## src/rtl/mem_port_arbiter_if.sv

```systemverilog
// Requester and memory-side signals of mem_port_arbiter, bundled so the arbiter and its
// users connect through a single port. The slave modport is the arbiter's view.
interface mem_port_arbiter_if #(
    parameter int unsigned ADDR_BITS = 16,
    parameter int unsigned DATA_BITS = 8
);
    // Fetch requester (read-only)
    logic                 f_req;
    logic [ADDR_BITS-1:0] f_addr;
    logic                 f_gnt;
    logic                 f_rvalid;

    // Data load/store requester
    logic                 d_req;
    logic                 d_we;
    logic [ADDR_BITS-1:0] d_addr;
    logic [DATA_BITS-1:0] d_wdata;
    logic                 d_gnt;
    logic                 d_rvalid;

    // Debug/loader requester
    logic                 g_req;
    logic                 g_we;
    logic                 g_lock;
    logic [ADDR_BITS-1:0] g_addr;
    logic [DATA_BITS-1:0] g_wdata;
    logic                 g_gnt;
    logic                 g_rvalid;

    // Shared read return and memory command
    logic [DATA_BITS-1:0] rdata;
    logic                 mem_en;
    logic                 mem_we;
    logic [ADDR_BITS-1:0] mem_addr;
    logic [DATA_BITS-1:0] mem_wdata;
    logic [DATA_BITS-1:0] mem_rdata;
    logic                 locked;

    modport master (
        output f_req, f_addr,
        output d_req, d_we, d_addr, d_wdata,
        output g_req, g_we, g_lock, g_addr, g_wdata,
        output mem_rdata,
        input  f_gnt, f_rvalid, d_gnt, d_rvalid, g_gnt, g_rvalid,
        input  rdata, mem_en, mem_we, mem_addr, mem_wdata, locked
    );

    modport slave (
        input  f_req, f_addr,
        input  d_req, d_we, d_addr, d_wdata,
        input  g_req, g_we, g_lock, g_addr, g_wdata,
        input  mem_rdata,
        output f_gnt, f_rvalid, d_gnt, d_rvalid, g_gnt, g_rvalid,
        output rdata, mem_en, mem_we, mem_addr, mem_wdata, locked
    );
endinterface

```

## src/rtl/mem_port_arbiter.sv

```systemverilog
// Three-way arbiter (fetch, data, debug) for a single-port synchronous memory with tagged
// read return and a debug lock. Define MEM_ARB_ROUND_ROBIN_EN for round-robin, else D > F > G.
module mem_port_arbiter #(
    parameter int unsigned ADDR_BITS    = 16,
    parameter int unsigned DATA_BITS    = 8,
    parameter int unsigned READ_LATENCY = 1   // legal 1..4
) (
    input logic              clk,
    input logic              reset_n,
    mem_port_arbiter_if.slave bus
);

    typedef enum logic [1:0] {
        TagNone = 2'd0,
        TagF    = 2'd1,
        TagD    = 2'd2,
        TagG    = 2'd3
    } tag_e;

    typedef enum logic {
        StArb,
        StLocked
    } state_e;

    state_e state_q, state_d;

    logic f_gnt, d_gnt, g_gnt, any_gnt;

    logic                 sel_we;
    logic [ADDR_BITS-1:0] sel_addr, addr_q;
    logic [DATA_BITS-1:0] sel_wdata, wdata_q;

    logic [1:0]                    push_tag, out_tag;
    logic [READ_LATENCY-1:0][1:0] tag_q, tag_d;

`ifdef MEM_ARB_ROUND_ROBIN_EN
    // Last granted requester; the search starts at the one after it.
    logic [1:0] ptr_q, ptr_d;
`endif

    // Grant selection. Grants are suppressed while reset is held.
    always_comb begin
        f_gnt = 1'b0;
        d_gnt = 1'b0;
        g_gnt = 1'b0;
        if (reset_n) begin
            if (state_q == StLocked) begin
                g_gnt = bus.g_req;
            end else begin
`ifdef MEM_ARB_ROUND_ROBIN_EN
                case (ptr_q)
                    TagF: begin
                        if (bus.d_req)      d_gnt = 1'b1;
                        else if (bus.g_req) g_gnt = 1'b1;
                        else if (bus.f_req) f_gnt = 1'b1;
                    end
                    TagD: begin
                        if (bus.g_req)      g_gnt = 1'b1;
                        else if (bus.f_req) f_gnt = 1'b1;
                        else if (bus.d_req) d_gnt = 1'b1;
                    end
                    default: begin
                        if (bus.f_req)      f_gnt = 1'b1;
                        else if (bus.d_req) d_gnt = 1'b1;
                        else if (bus.g_req) g_gnt = 1'b1;
                    end
                endcase
`else
                if (bus.d_req)      d_gnt = 1'b1;
                else if (bus.f_req) f_gnt = 1'b1;
                else if (bus.g_req) g_gnt = 1'b1;
`endif
            end
        end
    end

    assign any_gnt = f_gnt | d_gnt | g_gnt;

    always_comb begin
        state_d = state_q;
        case (state_q)
            StArb: begin
                if (g_gnt && bus.g_lock) state_d = StLocked;
            end
            StLocked: begin
                if (!bus.g_lock) state_d = StArb;
            end
            default: state_d = StArb;
        endcase
    end

`ifdef MEM_ARB_ROUND_ROBIN_EN
    // Grants made while locked do not move the pointer.
    always_comb begin
        ptr_d = ptr_q;
        if (state_q == StArb) begin
            if (f_gnt)      ptr_d = TagF;
            else if (d_gnt) ptr_d = TagD;
            else if (g_gnt) ptr_d = TagG;
        end
    end

    always_ff @(posedge clk) begin
        if (!reset_n) ptr_q <= TagG;
        else          ptr_q <= ptr_d;
    end
`endif

    // Command mux; address and write data hold their last value when idle.
    always_comb begin
        sel_we    = 1'b0;
        sel_addr  = addr_q;
        sel_wdata = wdata_q;
        if (f_gnt) begin
            sel_addr = bus.f_addr;
        end else if (d_gnt) begin
            sel_we    = bus.d_we;
            sel_addr  = bus.d_addr;
            sel_wdata = bus.d_wdata;
        end else if (g_gnt) begin
            sel_we    = bus.g_we;
            sel_addr  = bus.g_addr;
            sel_wdata = bus.g_wdata;
        end
    end

    always_comb begin
        push_tag = TagNone;
        if (f_gnt)                   push_tag = TagF;
        else if (d_gnt && !bus.d_we) push_tag = TagD;
        else if (g_gnt && !bus.g_we) push_tag = TagG;
    end

    // Tag shift register; the last stage lines up with mem_rdata.
    always_comb begin
        tag_d    = '0;
        tag_d[0] = push_tag;
        for (int i = 1; i < READ_LATENCY; i++) begin
            tag_d[i] = tag_q[i-1];
        end
    end

    always_ff @(posedge clk) begin
        if (!reset_n) begin
            state_q <= StArb;
            tag_q   <= '0;
            addr_q  <= '0;
            wdata_q <= '0;
        end else begin
            state_q <= state_d;
            tag_q   <= tag_d;
            addr_q  <= sel_addr;
            wdata_q <= sel_wdata;
        end
    end

    assign out_tag = tag_q[READ_LATENCY-1];

    assign bus.f_gnt     = f_gnt;
    assign bus.d_gnt     = d_gnt;
    assign bus.g_gnt     = g_gnt;
    assign bus.mem_en    = any_gnt;
    assign bus.mem_we    = sel_we;
    assign bus.mem_addr  = sel_addr;
    assign bus.mem_wdata = sel_wdata;

    assign bus.f_rvalid = reset_n && (out_tag == TagF);
    assign bus.d_rvalid = reset_n && (out_tag == TagD);
    assign bus.g_rvalid = reset_n && (out_tag == TagG);
    assign bus.rdata    = (reset_n && (out_tag != TagNone)) ? bus.mem_rdata : '0;
    assign bus.locked   = reset_n && (state_q == StLocked);

endmodule

```

## src/flat_wrapper.sv

```systemverilog
// flat-port wrapper written by rule: the top's interface ports become plain ports
module mem_port_arbiter_flat 
#(
    parameter int unsigned ADDR_BITS    = 16,
    parameter int unsigned DATA_BITS    = 8,
    parameter int unsigned READ_LATENCY = 1                
)
  (clk, reset_n, bus_f_req, bus_f_addr, bus_d_req, bus_d_we, bus_d_addr, bus_d_wdata, bus_g_req, bus_g_we, bus_g_lock, bus_g_addr, bus_g_wdata, bus_mem_rdata, bus_f_gnt, bus_f_rvalid, bus_d_gnt, bus_d_rvalid, bus_g_gnt, bus_g_rvalid, bus_rdata, bus_mem_en, bus_mem_we, bus_mem_addr, bus_mem_wdata, bus_locked);
  mem_port_arbiter_if #(.ADDR_BITS(ADDR_BITS), .DATA_BITS(DATA_BITS)) bus_i ();
  input logic clk;
  input logic reset_n;
  input wire logic [$bits(bus_i.f_req)-1:0] bus_f_req;
  input wire logic [$bits(bus_i.f_addr)-1:0] bus_f_addr;
  input wire logic [$bits(bus_i.d_req)-1:0] bus_d_req;
  input wire logic [$bits(bus_i.d_we)-1:0] bus_d_we;
  input wire logic [$bits(bus_i.d_addr)-1:0] bus_d_addr;
  input wire logic [$bits(bus_i.d_wdata)-1:0] bus_d_wdata;
  input wire logic [$bits(bus_i.g_req)-1:0] bus_g_req;
  input wire logic [$bits(bus_i.g_we)-1:0] bus_g_we;
  input wire logic [$bits(bus_i.g_lock)-1:0] bus_g_lock;
  input wire logic [$bits(bus_i.g_addr)-1:0] bus_g_addr;
  input wire logic [$bits(bus_i.g_wdata)-1:0] bus_g_wdata;
  input wire logic [$bits(bus_i.mem_rdata)-1:0] bus_mem_rdata;
  output wire logic [$bits(bus_i.f_gnt)-1:0] bus_f_gnt;
  output wire logic [$bits(bus_i.f_rvalid)-1:0] bus_f_rvalid;
  output wire logic [$bits(bus_i.d_gnt)-1:0] bus_d_gnt;
  output wire logic [$bits(bus_i.d_rvalid)-1:0] bus_d_rvalid;
  output wire logic [$bits(bus_i.g_gnt)-1:0] bus_g_gnt;
  output wire logic [$bits(bus_i.g_rvalid)-1:0] bus_g_rvalid;
  output wire logic [$bits(bus_i.rdata)-1:0] bus_rdata;
  output wire logic [$bits(bus_i.mem_en)-1:0] bus_mem_en;
  output wire logic [$bits(bus_i.mem_we)-1:0] bus_mem_we;
  output wire logic [$bits(bus_i.mem_addr)-1:0] bus_mem_addr;
  output wire logic [$bits(bus_i.mem_wdata)-1:0] bus_mem_wdata;
  output wire logic [$bits(bus_i.locked)-1:0] bus_locked;
  assign bus_i.f_req = bus_f_req;
  assign bus_i.f_addr = bus_f_addr;
  assign bus_i.d_req = bus_d_req;
  assign bus_i.d_we = bus_d_we;
  assign bus_i.d_addr = bus_d_addr;
  assign bus_i.d_wdata = bus_d_wdata;
  assign bus_i.g_req = bus_g_req;
  assign bus_i.g_we = bus_g_we;
  assign bus_i.g_lock = bus_g_lock;
  assign bus_i.g_addr = bus_g_addr;
  assign bus_i.g_wdata = bus_g_wdata;
  assign bus_i.mem_rdata = bus_mem_rdata;
  assign bus_f_gnt = bus_i.f_gnt;
  assign bus_f_rvalid = bus_i.f_rvalid;
  assign bus_d_gnt = bus_i.d_gnt;
  assign bus_d_rvalid = bus_i.d_rvalid;
  assign bus_g_gnt = bus_i.g_gnt;
  assign bus_g_rvalid = bus_i.g_rvalid;
  assign bus_rdata = bus_i.rdata;
  assign bus_mem_en = bus_i.mem_en;
  assign bus_mem_we = bus_i.mem_we;
  assign bus_mem_addr = bus_i.mem_addr;
  assign bus_mem_wdata = bus_i.mem_wdata;
  assign bus_locked = bus_i.locked;
  mem_port_arbiter #(.ADDR_BITS(ADDR_BITS), .DATA_BITS(DATA_BITS), .READ_LATENCY(READ_LATENCY)) u_core (.clk(clk), .reset_n(reset_n), .bus(bus_i));
endmodule
```

## config.mk

```make
export PLATFORM = sky130hd
export DESIGN_NAME = mem_port_arbiter_flat
export DESIGN_NICKNAME = d
export VERILOG_FILES = /design/src/rtl/mem_port_arbiter_if.sv /design/src/rtl/mem_port_arbiter.sv /design/src/flat_wrapper.sv
export SDC_FILE = /design/constraint.sdc
export NUM_CORES = 1
export LEC_CHECK = 0
export BUFFER_PORTS_ARGS = -buffer_cell sky130_fd_sc_hd__buf_4
export CAP_MARGIN = 20
export CORE_ASPECT_RATIO = 0.6
export CORE_MARGIN = 5
export CORE_UTILIZATION = 41
export DETAILED_ROUTE_END_ITERATION = 16
export PLACE_DENSITY = 0.91
export SETUP_SLACK_MARGIN = 0.2
export SYNTH_ARGS = -nofsm -noshare
export SYNTH_HDL_FRONTEND = slang
export SYNTH_SLANG_ARGS = --single-unit
```

## constraint.sdc

```tcl
create_clock -name clk -period 1.8 [get_ports clk]
set_input_delay 0.18 -clock clk [delete_from_list [all_inputs] [get_ports clk]]
set_output_delay 0.18 -clock clk [all_outputs]
set_load 0.02 [all_outputs]
```

==> flow_summary.yaml <==
route:
  vias_per_cell: 6.00
  vias: 2371
  wl_microns: 7400
  dr.pass1.iters: 9
  route.detailed.drc: 0
  antenna_left: 0
  drtIter0Drc: 367
  wire_per_inst_microns: 18.7
critical_path:
  cp_slowest_cell: "dfxtp_4"
  crit_buf_inv: 3
  reg2reg_from: "u_core.state_q"
  critPathLaunchType: "flip-flop"
  crit_path_end_kind: "output port"
  cpLargestDelayFamily: "compound AO/OA/AOI/OAI gates"
  max_stage_delay_ns: 0.37
  cp_max_fo: 8
  r2r-end: "u_core.addr_q[14]"
  critPathArrivalTime_ns: 1.65
  reg2reg_slack_ns: 0.07
  reg2regPathDepth: 11
  path_class: "reg -> out"
  crit_top_cell: "buf_4"
  crit_required_ns: 1.62
  cp_cell_sequence: "buf_4, nor2b_4, nand2_4, inv_4, a31o_4, o221a_2, buf_4"
clocking:
  cts_tree: "yes"
  numCtsBuffers: 3
  clock_tree.buffer_depth: 2
  clock-sinks: 27
  insertion_delay_ns: 0.27
  clk_pin_slew_worst_paths_ns: 0.09
  htree_num_levels: 1
  root_buffer: "clkbuf_8"
pwr:
  clkPwrFrac_pct: 18.2
  power_density_nw_per_um2: 625
  switching_share_pct: 33.8
  p_switching_uw: 644
  intPower_mw: 1.26
  leakage_nw: 1.42
  seqPwrFrac_pct: 35.2
  combPwrFrac_pct: 46.6
  peakVddDrop_v: 0.000357
logic_synthesis:
  ys_seq_elements: 27
  syn_area_sq_um: 1680
  ys_seq_area_share_pct: 32.1
  avgSynthCellArea_sq_um: 8.08
  ys_warn_count: 0
  syn_nets: 288
  synthDistinctLibCells: 34
  syn_inst: 208
hold_path:
  holdCritStartpoint: "bus_d_we"
  holdPathEnd: "u_core.out_tag[1]"
  holdPathStages: 2
  hold_class: "in -> reg"
die:
  fp.dieArea_sq_um: 5520
  die_w_microns: 92.7
  fp.dieH_microns: 59.6
  io_pins: 121
  rows: 18
  fp.coreArea_sq_um: 4030
  start_util_pct: 41.7
grt:
  grt_max_degree: 32
  overflow: 0
  grt_antenna_before_repair: 0
  grt.total_usage_pct: 24.0
  grt_pass1_vias: 2224
  grt_pass1_wl_microns: 10600
timing:
  rsz0062_at_grt: "true"
  hold_viol_final: 0
  fin_skew_ns: 0.00193
  timing.final.ws_setup_ns: -0.0282
  fmax_mhz: 547
  worst_pin_slew_ns: 0.448
  fin_crit_ns: 1.83
  slew_viol_final: 0
  relSlewSlack_pct: 70.1
  setup_violations: 4
  whs_ns: 0.0929
  post-route-period-util_pct: 102
placement:
  place.gp.congestion: 0.826
  hpwl_microns: 4910
  dpl_cell_area_sq_um: 2640
  port_buffers: 120
finish:
  finalNetCount: 426
  num-fill-cells: 278
  drive_above_1_share_pct: 52.2
  regArea_sq_um: 544
  synthToLayoutAreaGrowth_pct: 81.5
  fin_area_sq_um: 3050
  antenna_cells: 0
  final_util_pct: 75.7
  multiInputGateArea_sq_um: 1110
job:
  drv_cap: 0
run_status:
  violations: "setup timing"
  outcome: "complete, but fails checks"
==> per-stage QoR <==
step	setup WS [ns]	cells	power (mW)	setup TNS, ns
finish	-0.0282	395	1.91	-0.0719
global route	-0.0858	395	2.00	-0.723
CTS	0.0225	381	1.81	0
detailed placement	0.0697	371	1.43	0
global placement	0.0956	371	1.41	0
floorplan	0.278	208	1.08	0
==> power groups by stage <==
| stage | combinational [mW] | sequential, mW | clock [mW] |
|---|---|---|---|
| 6_report | 0.888 | 0.671 | 0.348 |
| 3_3_place_gp | 0.733 | 0.680 | 0 |
| 4_1_cts | 0.785 | 0.669 | 0.353 |
| 3_5_place_dp | 0.747 | 0.683 | 0 |
| 2_1_floorplan | 0.399 | 0.677 | 0 |
| 5_1_grt | 0.947 | 0.676 | 0.379 |
==> logic make-up after synthesis <==
kind of cell	count (synthesis)	synth area share (%)
AOI/OAI and AO/OA	107	44.6
buffers and inverters	27	7.29
DFF	27	32.1
and+or+nand+nor	47	15.9
==> synth_stat cells (all sizes together) <==
library cell / count / area share (%)
a21oi: 31 / 9.4
dfxtp: 27 / 32
and2: 16 / 6.0
o21ai: 16 / 4.8
o22ai: 16 / 6.0
a211oi: 15 / 6.7
a222oi: 15 / 8.9
buf: 10 / 3.4
nand2b: 10 / 3.7
inv: 9 / 2.0
clkbuf: 8 / 1.9
nand2: 7 / 2.0
o221a: 7 / 4.7
nor2: 6 / 1.3
nand3: 3 / 0.89
a21o: 1 / 0.45
a22o: 1 / 0.52
a31o: 1 / 1.0
a32oi: 1 / 0.52
and3: 1 / 0.37
nor2b: 1 / 0.37
nor3: 1 / 0.30
nor3b: 1 / 0.45
o21a: 1 / 0.45
o21bai: 1 / 0.67
o221ai: 1 / 0.52
or3b: 1 / 0.52
==> placed cells by master, fill, tap and decap left out, types with 2 or more instances in the layout <==
cell type | netlist | final
a211oi_1 | 15 | 14
nand2_1 | 6 | 5
clkbuf_8 | 0 | 3
nand2b_1 | 10 | 10
o221a_4 | 0 | 3
o221a_2 | 7 | 4
and2_1 | 16 | 16
buf_4 | 1 | 132
buf_6 | 1 | 15
a21oi_1 | 30 | 28
a222oi_1 | 15 | 15
o21ai_0 | 16 | 16
dfxtp_1 | 27 | 26
nand3_1 | 3 | 2
inv_1 | 7 | 5
a21oi_2 | 1 | 2
inv_4 | 0 | 3
buf_12 | 0 | 3
nor2_1 | 6 | 5
o22ai_1 | 16 | 16
==> sequential cells by signal, summed over array words and instances (netlist names) <==
name	count
u_core.out_tag	2
u_core.state_q	1
u_core.addr_q	16
u_core.wdata_q	8
==> worst max path at each step <==
stage / from / endpoint / slack, ns / cells after the start
floorplan: u_core.state_q / u_core.wdata_q[7] / 0.28 / 7
global placement: u_core.state_q / bus_mem_addr[11] / 0.1 / 5
detailed placement: reset_n / bus_mem_wdata[1] / 0.07 / 9
CTS: u_core.state_q / bus_mem_addr[14] / 0.02 / 5
global route: u_core.state_q / bus_mem_addr[6] / -0.09 / 6
finish: u_core.state_q / bus_mem_wdata[2] / -0.03 / 7
==> metal layers <==
layer	track usage (%)	vias to the layer above	part of all wire, %
met4	5.01	0	2.3
met5	0	-	0
met3	8.38	20	12
met1	30.2	1095	39
li1	-	1092	-
met2	40.5	164	46
==> layout make-up <==
class | count | share of cell area, %
multi-input cells | 154 | 36.5
flip-flops and latches | 27 | 17.8
well taps | 50 | 2.05
clock buffers | 4 | 1.48
inverters | 9 | 1.35
repair buffers | 151 | 40.8
==> repair_timing <==
item / 4_1_cts / 5_1_grt
buffers inserted: 6 / 12
hold buffers: 0 / 0
endpoints found under the setup margin: 29 / 38
pin swaps: 3 / 9
gates cloned: 0 / 2
resized for setup: 8 / 37
No activity file was read; power rests on OpenSTA's default activity.
